$ cat src/rtl/maze_pkg.sv
// Shared maze geometry and cell encodings for the 8x8 maze memory.
// Sized so one cell code fits exactly in one memory word.
package maze_pkg;

    localparam int MAZE_ADDR_W = 6;
    localparam int MAZE_DATA_W = 2;

    typedef enum logic [MAZE_DATA_W-1:0] {
        CELL_WALL   = 2'b00,
        CELL_PATH   = 2'b01,
        CELL_PLAYER = 2'b10,
        CELL_GOAL   = 2'b11
    } cell_t;

endpackage

$ cat src/rtl/maze_rr_pick.sv
// Two-way round-robin picker, purely combinational (0 cycles).
// A lone requester always wins; on a tie the port not granted last wins.
module maze_rr_pick (
    input  logic i_req_a,
    input  logic i_req_b,
    input  logic i_last_b,
    output logic o_pick_a,
    output logic o_pick_b
);

    assign o_pick_a = i_req_a & (~i_req_b | i_last_b);
    assign o_pick_b = i_req_b & (~i_req_a | ~i_last_b);

endmodule

$ cat src/rtl/maze_mem_arbiter.sv
// Arbitrates game-logic (A) and display-refresh (B) ports onto one maze memory.
// Grant and command register 1 cycle after the decision; rvalid 1 cycle after grant; a bounded A lock stalls B.
module maze_mem_arbiter
    import maze_pkg::*;
#(
    parameter int ADDR_W   = MAZE_ADDR_W,
    parameter int DATA_W   = MAZE_DATA_W,
    parameter int LOCK_MAX = 8
) (
    input  logic              clk,
    input  logic              nst,
    input  logic              a_req,
    input  logic              a_we,
    input  logic              a_lock,
    input  logic [ADDR_W-1:0] a_addr,
    input  logic [DATA_W-1:0] a_wdata,
    output logic              a_gnt,
    output logic              a_rvalid,
    output logic [DATA_W-1:0] a_rdata,
    input  logic              b_req,
    input  logic              b_we,
    input  logic [ADDR_W-1:0] b_addr,
    input  logic [DATA_W-1:0] b_wdata,
    output logic              b_gnt,
    output logic              b_rvalid,
    output logic [DATA_W-1:0] b_rdata,
    output logic              mem_en,
    output logic              mem_we,
    output logic [ADDR_W-1:0] mem_addr,
    output logic [DATA_W-1:0] mem_wdata,
    input  logic [DATA_W-1:0] mem_rdata,
    output logic              lock_err
);

    localparam logic [1:0] ST_RR       = 2'd0;
    localparam logic [1:0] ST_LOCKED_A = 2'd1;
    localparam logic [1:0] ST_BREAK    = 2'd2;
    localparam int         CNT_W       = $clog2(LOCK_MAX + 1);

    logic [1:0]        r_state;
    logic [CNT_W-1:0]  r_lock_cnt;
    logic              r_lock_err;
    logic              r_last_b;
    logic              r_a_gnt;
    logic              r_b_gnt;
    logic              r_mem_en;
    logic              r_mem_we;
    logic [ADDR_W-1:0] r_mem_addr;
    logic [DATA_W-1:0] r_mem_wdata;
    logic              r_a_rvalid;
    logic              r_b_rvalid;
    logic [DATA_W-1:0] r_a_rhold;
    logic [DATA_W-1:0] r_b_rhold;

    logic              w_a_elig;
    logic              w_b_elig;
    logic              w_pick_a;
    logic              w_pick_b;
    logic              w_gnt_a;
    logic              w_gnt_b;
    logic [1:0]        w_nxt_state;
    logic [CNT_W-1:0]  w_nxt_cnt;
    logic [CNT_W-1:0]  w_cnt_inc;
    logic              w_set_err;

    // A port being granted this cycle still shows its old request; mask it so it is not served twice.
    assign w_a_elig  = a_req & ~r_a_gnt;
    assign w_b_elig  = b_req & ~r_b_gnt;
    assign w_cnt_inc = r_lock_cnt + CNT_W'(1);

    maze_rr_pick u_pick (
        .i_req_a  (w_a_elig),
        .i_req_b  (w_b_elig),
        .i_last_b (r_last_b),
        .o_pick_a (w_pick_a),
        .o_pick_b (w_pick_b)
    );

    always_comb begin
        w_nxt_state = r_state;
        w_nxt_cnt   = r_lock_cnt;
        w_gnt_a     = 1'b0;
        w_gnt_b     = 1'b0;
        w_set_err   = 1'b0;
        case (r_state)
            ST_RR: begin
                w_gnt_a = w_pick_a;
                w_gnt_b = w_pick_b;
                if (w_pick_a && a_lock) begin
                    w_nxt_state = ST_LOCKED_A;
                    w_nxt_cnt   = '0;
                end
            end
            ST_LOCKED_A: begin
                if (!a_lock) begin
                    w_nxt_state = ST_RR;
                    w_nxt_cnt   = '0;
                    w_gnt_a     = w_pick_a;
                    w_gnt_b     = w_pick_b;
                end else begin
                    w_gnt_a = w_a_elig;
                    if (b_req) begin
                        w_nxt_cnt = w_cnt_inc;
                        if (w_cnt_inc == CNT_W'(LOCK_MAX)) begin
                            w_nxt_state = ST_BREAK;
                            w_set_err   = 1'b1;
                        end
                    end
                end
            end
            ST_BREAK: begin
                // One slot for B, then the lock resumes with a fresh budget if A still holds it.
                w_gnt_b     = w_b_elig;
                w_nxt_cnt   = '0;
                w_nxt_state = a_lock ? ST_LOCKED_A : ST_RR;
            end
            default: begin
                w_nxt_state = ST_RR;
                w_nxt_cnt   = '0;
            end
        endcase
    end

    always_ff @(posedge clk or negedge nst) begin
        if (!nst) begin
            r_state     <= ST_RR;
            r_lock_cnt  <= '0;
            r_lock_err  <= 1'b0;
            r_last_b    <= 1'b1;
            r_a_gnt     <= 1'b0;
            r_b_gnt     <= 1'b0;
            r_mem_en    <= 1'b0;
            r_mem_we    <= 1'b0;
            r_mem_addr  <= '0;
            r_mem_wdata <= '0;
            r_a_rvalid  <= 1'b0;
            r_b_rvalid  <= 1'b0;
            r_a_rhold   <= '0;
            r_b_rhold   <= '0;
        end else begin
            r_state    <= w_nxt_state;
            r_lock_cnt <= w_nxt_cnt;
            if (w_set_err) begin
                r_lock_err <= 1'b1;
            end
            r_a_gnt  <= w_gnt_a;
            r_b_gnt  <= w_gnt_b;
            r_mem_en <= w_gnt_a | w_gnt_b;
            r_mem_we <= w_gnt_a ? a_we : (w_gnt_b ? b_we : 1'b0);
            if (w_gnt_a) begin
                r_mem_addr  <= a_addr;
                r_mem_wdata <= a_wdata;
            end else if (w_gnt_b) begin
                r_mem_addr  <= b_addr;
                r_mem_wdata <= b_wdata;
            end
            if (w_gnt_a || w_gnt_b) begin
                r_last_b <= w_gnt_b;
            end
            r_a_rvalid <= r_a_gnt & ~r_mem_we;
            r_b_rvalid <= r_b_gnt & ~r_mem_we;
            if (r_a_rvalid) begin
                r_a_rhold <= mem_rdata;
            end
            if (r_b_rvalid) begin
                r_b_rhold <= mem_rdata;
            end
        end
    end

    assign a_gnt     = r_a_gnt;
    assign b_gnt     = r_b_gnt;
    assign mem_en    = r_mem_en;
    assign mem_we    = r_mem_we;
    assign mem_addr  = r_mem_addr;
    assign mem_wdata = r_mem_wdata;
    assign lock_err  = r_lock_err;
    assign a_rvalid  = r_a_rvalid;
    assign b_rvalid  = r_b_rvalid;
    // Read data is forwarded straight from memory in the rvalid cycle, then held.
    assign a_rdata   = r_a_rvalid ? mem_rdata : r_a_rhold;
    assign b_rdata   = r_b_rvalid ? mem_rdata : r_b_rhold;

endmodule

$ cat config.mk
export PLATFORM = sky130hd
export DESIGN_NAME = maze_mem_arbiter
export DESIGN_NICKNAME = d
export VERILOG_FILES = /design/src/rtl/maze_pkg.sv /design/src/rtl/maze_rr_pick.sv /design/src/rtl/maze_mem_arbiter.sv
export SDC_FILE = /design/constraint.sdc
export NUM_CORES = 1
export LEC_CHECK = 0
export ABC_AREA = 0
export CORE_MARGIN = 2
export CORE_UTILIZATION = 48
export CTS_CLUSTER_DIAMETER = 150
export CTS_CLUSTER_SIZE = 20
export DETAILED_ROUTE_END_ITERATION = 7
export GPL_TIMING_DRIVEN = 0
export PLACE_DENSITY_LB_ADDON = 0.12
export SLEW_MARGIN = 30
export SYNTH_ARGS = -nofsm -noshare
export SYNTH_HDL_FRONTEND = slang
export SYNTH_SLANG_ARGS = --single-unit
$ cat constraint.sdc
create_clock -name clk -period 4.6 [get_ports clk]
set_input_delay 0.46 -clock clk [delete_from_list [all_inputs] [get_ports clk]]
set_output_delay 0.46 -clock clk [all_outputs]
set_load 0.02 [all_outputs]
# == After elaboration in Yosys (flattened, before gate mapping) ==
# Cells that the tools add are included.
# Widths: inputs -> output; s select.
# word_totals
ff_bits,26
out_inout_bits,19
elab_cells,68
# classes
n_mux,26
n_reduce_logical,6
bitwise_logic,15
eq_ne,6
add_sub_neg,1
# ops
operator,n
$mux 2,8
$mux 4,3
$mux 6,2
$mux 1,9
$pmux 4 s2,1
$and 1x1->1,6
$ne 3x3->1 const B,2
$not 1->1,6
$pmux 2 s3,1
$add 4x1->4 const B,1
$eq 4x4->1 const B,1
$or 1x1->1,3
$pmux 1 s3,1
$reduce_and 3->1,1
$eq 2x1->1 const B,1
$eq 2x2->1 const B,1
$logic_not 2->1,1
$ne 2x2->1 const B,1
$pmux 1 s2,1
$reduce_and 2->1,1
$reduce_bool 2->1,1
$logic_and 1x1->1,1
$logic_or 1x1->1,1

# == Logic depth before layout (Yosys ltp) ==
# logic_depth
ltp_word,9
mapped_depth,6
ltp_nobuf,4

# == Modules after synthesis ==
# From an unflattened synthesis, not the netlist that was laid out.
# unflattened
cells_unflattened,106
hier_area_um2,1227.4
# modules_own_cells
mod,n_inst,cells_per_inst,seq_area_each_um2,area_each_um2
maze_mem_arbiter,1,103,651.9,1208.7
maze_rr_pick,1,3,0.0,18.8

# == Worst setup path before layout ==
# No wires, ideal clock.
# synth_timing
kind,flip-flop to flip-flop
start,register r_b_gnt (netlist: b_gnt)
end,register r_mem_addr[5] (netlist: mem_addr[5])
slack_ps,2971
arrival_time_ps,1547
setup_time_ps,82
required_time_ps,4518
synth_period_minus_slack_ps,1629
path_stages_with_launch,5
path_buffers,1
path_cell_list,dfrtp_1 > nand2b_1 > buf_2 > or4_1 > a31oi_1
# synth_via
elab_chain_cells,8
# synth_lines
item,line,rtl
"start, declared",maze_mem_arbiter.sv:45,logic r_b_gnt;
"start signal, assigned",maze_mem_arbiter.sv:147,r_b_gnt <= w_gnt_b;
$not 1->1 (*),maze_mem_arbiter.sv:68,assign w_b_elig = b_req & ~r_b_gnt;
$and 1x1->1 (*),maze_mem_arbiter.sv:68,
$not 1->1,maze_rr_pick.sv:11,assign o_pick_a = i_req_a & (~i_req_b | i_last_b);
$or 1x1->1,maze_rr_pick.sv:11,
$and 1x1->1,maze_rr_pick.sv:11,
$mux 1,maze_mem_arbiter.sv:95,if (!a_lock) begin
$pmux 1 s2,maze_mem_arbiter.sv:85,case (r_state)
$mux 6 / $reduce_bool 2->1 (equally long branches),--,
"end signal, assigned",maze_mem_arbiter.sv:151,r_mem_addr <= a_addr;
"end signal, assigned",maze_mem_arbiter.sv:154,r_mem_addr <= b_addr;
"end, declared",maze_mem_arbiter.sv:48,logic [ADDR_W-1:0] r_mem_addr;
# Mark *: on every way between the ends. The rest lies on a longest branch, timed or not.
# A chain may end at the register's enable or synchronous reset.

# == Worst setup path in the final report ==
# layout_timing
start,input port mem_rdata[1]
end,output port a_rdata[1]
# layout_via
elab_chain_cells,1
# layout_lines
item,line,rtl
"start, declared",maze_mem_arbiter.sv:31,"input logic [DATA_W-1:0] mem_rdata,"
$mux 2,--,
"end, declared",maze_mem_arbiter.sv:19,"output logic [DATA_W-1:0] a_rdata,"
# Every way passes these cells.

==> flow_summary.html <==
<table>
<tr><th>Metric</th><th>Value</th></tr>
<tr><th colspan="2">Setup path</th></tr>
<tr><td>Cell class contributing the biggest share of worst-path delay</td><td>buffers and inverters</td></tr>
<tr><td>Master of the slowest instance on the critical path</td><td>sky130_fd_sc_hd__clkdlybuf4s50_1</td></tr>
<tr><td>Critical Path Fanout Max</td><td>2</td></tr>
<tr><td>Setup Crit Path Kind</td><td>in -&gt; out</td></tr>
<tr><td>WP buf/inv</td><td>2</td></tr>
<tr><td>Arrival time at the worst endpoint</td><td>about 1700 ps</td></tr>
<tr><td>Crit path cell chain</td><td>clkdlybuf4s50_1 -&gt; mux2_2 -&gt; clkdlybuf4s50_1</td></tr>
<tr><td>Worst Setup End Kind</td><td>output pin</td></tr>
<tr><td>Most common cell on crit path</td><td>sky130_fd_sc_hd__clkdlybuf4s50_1</td></tr>
<tr><td>CP Launch Type</td><td>input port</td></tr>
<tr><td>CP peak stage delay</td><td>between 500 and 600 ps</td></tr>
<tr><td>Worst path required time</td><td>4140 ps</td></tr>
<tr><th colspan="2">Routing</th></tr>
<tr><td>Detailed Routing Iterations Pass 1</td><td>4</td></tr>
<tr><td>Uppermost routed layer</td><td>met4</td></tr>
<tr><td>Remaining DRCs</td><td>0</td></tr>
<tr><td>Vias after detailed routing</td><td>roughly 1,100</td></tr>
<tr><td>Drt total wl</td><td>3.17 mm</td></tr>
<tr><td>WL/cell</td><td>16.0 um</td></tr>
<tr><td>Post-route antenna net violation count</td><td>0</td></tr>
<tr><td>Routed met2 length</td><td>around 1.6 mm</td></tr>
<tr><td>Initial detailed-routing violation count</td><td>65</td></tr>
<tr><td>Via/cell ratio</td><td>5.79</td></tr>
<tr><td>Routed wl met3</td><td>~200 um</td></tr>
<tr><td>DRT met1 WL</td><td>about 1.3 mm</td></tr>
<tr><th colspan="2">Place</th></tr>
<tr><td>RePlAce Congestion</td><td>roughly 0.76</td></tr>
<tr><td>Worst slack, placed</td><td>2310 ps</td></tr>
<tr><td>Instance area at placement</td><td>about 1800 um2</td></tr>
<tr><td>Final HPWL DP</td><td>2.28 mm</td></tr>
<tr><td>Number of I/O port buffers</td><td>43</td></tr>
<tr><td>Dpl cells</td><td>~190</td></tr>
<tr><th colspan="2">STA</th></tr>
<tr><td>Final Critical Period</td><td>about 2200 ps</td></tr>
<tr><td>Slew Limit Headroom</td><td>0.609</td></tr>
<tr><td>Measured slew at the worst slew-check pin</td><td>around 590 ps</td></tr>
<tr><td>Worst Hold Margin</td><td>roughly 120 ps</td></tr>
<tr><td>Setup skew after layout</td><td>about 3.5 ps</td></tr>
<tr><td>Setup violations, final</td><td>0</td></tr>
<tr><td>Final Max Tran Viols</td><td>0</td></tr>
<tr><td>Fin Setup TNS</td><td>0 ps</td></tr>
<tr><td>Maximum clock frequency</td><td>461 MHz</td></tr>
<tr><td>Final hold viol count</td><td>0</td></tr>
<tr><td>Final worst slack</td><td>2430 ps</td></tr>
<tr><td>Period utilization</td><td>0.471</td></tr>
<tr><td>Unrepaired setup endpoints after global routing</td><td>false</td></tr>
<tr><th colspan="2">Final layout</th></tr>
<tr><td>Multi-input gate area in the final layout</td><td>~580 um2</td></tr>
<tr><td>Number of filler cells placed in the layout</td><td>slightly above 200</td></tr>
<tr><td>Final core occ</td><td>0.720</td></tr>
<tr><td>Layout-stage area growth over the synthesis result</td><td>39.2%</td></tr>
<tr><td>Final non-filler cell total</td><td>roughly 200</td></tr>
<tr><td>Nets@finish</td><td>195</td></tr>
<tr><td>Finished layout cell area</td><td>around 1800 um2</td></tr>
<tr><td>Inserted Diodes</td><td>0</td></tr>
<tr><td>Area used by sequential logic in the layout</td><td>between 600 and 700 um2</td></tr>
<tr><td>Share of final-layout standard cells stronger than drive strength 1</td><td>0.137</td></tr>
<tr><th colspan="2">Die</th></tr>
<tr><td>Total Die Area</td><td>approximately 3200 um2</td></tr>
<tr><td>Die span in y</td><td>approximately 56 um</td></tr>
<tr><td>Initial Utilization</td><td>0.517</td></tr>
<tr><td>Floorplan row count</td><td>18</td></tr>
<tr><td>Chip width</td><td>roughly 56 um</td></tr>
<tr><td>Core area</td><td>2540 um2</td></tr>
<tr><td>Top-level port count</td><td>44</td></tr>
<tr><th colspan="2">Yosys</th></tr>
<tr><td>Syn_nets</td><td>147</td></tr>
<tr><td>Number of cells produced by synthesis</td><td>121</td></tr>
<tr><td>Ys Warns</td><td>0</td></tr>
<tr><td>Syn_area_per_cell</td><td>10.9 um2</td></tr>
<tr><td>Async set or reset register ratio after synthesis</td><td>1.00</td></tr>
<tr><td>Cell types with the highest counts after synthesis</td><td>sky130_fd_sc_hd__dfrtp_1, sky130_fd_sc_hd__inv_1</td></tr>
<tr><td>Cell taking the most area after synthesis</td><td>sky130_fd_sc_hd__dfrtp_1</td></tr>
<tr><td>Sequential element share of the synthesized area</td><td>0.495</td></tr>
<tr><td>Post-synth EDFFs</td><td>0</td></tr>
<tr><td>Post-synthesis sequential element count</td><td>26</td></tr>
<tr><td>Count leader, synth</td><td>sky130_fd_sc_hd__dfrtp_1</td></tr>
<tr><td>Main area contributors after synthesis</td><td>sky130_fd_sc_hd__dfrtp_1, sky130_fd_sc_hd__a211oi_1, sky130_fd_sc_hd__o31ai_1</td></tr>
<tr><td>Primary flip-flop cell chosen by synthesis mapping</td><td>sky130_fd_sc_hd__dfrtp_1</td></tr>
<tr><td>Cell area after technology mapping</td><td>1320 um2</td></tr>
<tr><td>Number of different library cells in the post-synthesis netlist</td><td>39</td></tr>
<tr><td>Synth top area share</td><td>0.475</td></tr>
<tr><th colspan="2">Global routing</th></tr>
<tr><td>Via count of the first global-routing pass</td><td>roughly 1,100</td></tr>
<tr><td>Number of antenna violations at the first check in global routing</td><td>0</td></tr>
<tr><td>Total GRT Usage</td><td>0.208</td></tr>
<tr><td>Wire length of the first global-routing pass</td><td>5.17 mm</td></tr>
<tr><td>Maximum number of pins on one net before global-route repair</td><td>27</td></tr>
<tr><td>Total overflow reported by the global router</td><td>0</td></tr>
<tr><th colspan="2">Pwr</th></tr>
<tr><td>Leakage power summed over all cells</td><td>0.781 nW</td></tr>
<tr><td>Pwr per Cell Area</td><td>between 400 and 500 nW/um2</td></tr>
<tr><td>Post-layout power</td><td>797 uW</td></tr>
<tr><td>IR drop worst, VDD</td><td>roughly 0.37 mV</td></tr>
<tr><th colspan="2">Clock tree</th></tr>
<tr><td>CTS Sinks</td><td>26</td></tr>
<tr><td>H-tree depth</td><td>1</td></tr>
<tr><td>Total of hold buffers inserted after clock tree synthesis</td><td>0</td></tr>
<tr><td>Postcts setup bufs</td><td>0</td></tr>
<tr><td>Post-CTS sizing</td><td>0</td></tr>
<tr><td>Maximum buffer depth of the clock tree</td><td>2</td></tr>
<tr><td>Number of buffers created by CTS</td><td>3</td></tr>
<tr><td>Clock edge transition at the registers on the reported setup and hold paths</td><td>between 100 and 150 ps</td></tr>
<tr><td>Clock tree from TritonCTS</td><td>built</td></tr>
<tr><td>Worst-skew pair later-pin latency</td><td>320 ps</td></tr>
<tr><td>Clock Root Buffer</td><td>sky130_fd_sc_hd__clkbuf_4</td></tr>
<tr><th colspan="2">Hold path</th></tr>
<tr><td>Min-Delay Path Class</td><td>in -&gt; async</td></tr>
<tr><th colspan="2">Run</th></tr>
<tr><td>Max-Cap Viols</td><td>0</td></tr>
<tr><th colspan="2">Outcome</th></tr>
<tr><td>Outcome</td><td>finished clean</td></tr>
</table>
## layout make-up
cell class                 instances  area share
sequential                        26       0.356
multi-input combinational         76       0.315
timing repair buffer              43       0.232
inverter                          13      0.0266
buffer                             6      0.0212
tap                               30      0.0205
clock inverter                     1      0.0164
clock buffer                       3      0.0123
## flip-flops by register name (all words and copies together), names as in the netlist, 2 cells and up
| register | count |
|---|---|
| mem_addr | 6 |
| mem_wdata | 2 |
| r_a_rhold | 2 |
| r_b_rhold | 2 |
| r_lock_cnt | 4 |
| r_state | 2 |
## kinds of logic after synthesis
kind of cell,count (synthesis),synth area share
multiplexers,5,0.0418
buffers and inverters,19,0.0665
flip-flops,26,0.495
XOR/XNOR,1,0.00666
AO/OA/AOI/OAI,38,0.208
AND/OR/NAND/NOR,31,0.172
adder cells (fa/ha/maj),1,0.00950
## layer usage
layer / track usage / vias up
li1: - / 550
met1: 0.255 / 538
met2: 0.361 / 51
met3: 0.0576 / 7
met4: 0.0510 / 0
met5: 0 / -
## power breakdown
group          leakage, nW  internal, mW  switching (mW)  total [mW]
Combinational        0.432         0.162           0.159       0.321
Sequential           0.321         0.285          0.0360       0.321
Clock               0.0279        0.0881          0.0668       0.155
Total                0.781         0.535           0.262       0.797
## cells in the final DEF, fill, tap and decap left out, types with 2 or more instances in the layout
cell                              netlist  routed
sky130_fd_sc_hd__inv_1                 12      12
sky130_fd_sc_hd__nand2b_1               2       2
sky130_fd_sc_hd__o31ai_1                8       8
sky130_fd_sc_hd__or3b_1                 2       2
sky130_fd_sc_hd__nand2_1                5       5
sky130_fd_sc_hd__clkdlybuf4s50_1        0      42
sky130_fd_sc_hd__a31oi_1                8       8
sky130_fd_sc_hd__clkbuf_4               0       3
sky130_fd_sc_hd__o21ai_0                3       3
sky130_fd_sc_hd__mux2_2                 4       4
sky130_fd_sc_hd__a311oi_1               2       2
sky130_fd_sc_hd__nor2b_1                3       3
sky130_fd_sc_hd__dfrtp_1               25      25
sky130_fd_sc_hd__a21o_1                 3       3
sky130_fd_sc_hd__buf_2                  4       5
sky130_fd_sc_hd__a211oi_1               8       8
sky130_fd_sc_hd__or4_1                  8       8
## worst paths after layout
path / start / endpoint / slack, ps / depth (start not counted)
max: mem_rdata[1] / a_rdata[1] / 2430 / 3
min in group clk: mem_we / a_rvalid / 460 / 1
min: nst / r_lock_cnt[2] / 120 / 1
min reg2reg: mem_we / a_rvalid / 460 / 1
max in group asynchronous: nst / r_state[1] / 4100 / 1
max reg2reg: b_gnt / mem_addr[5] / 2830 / 4
(Power assumes the default switching activity.)
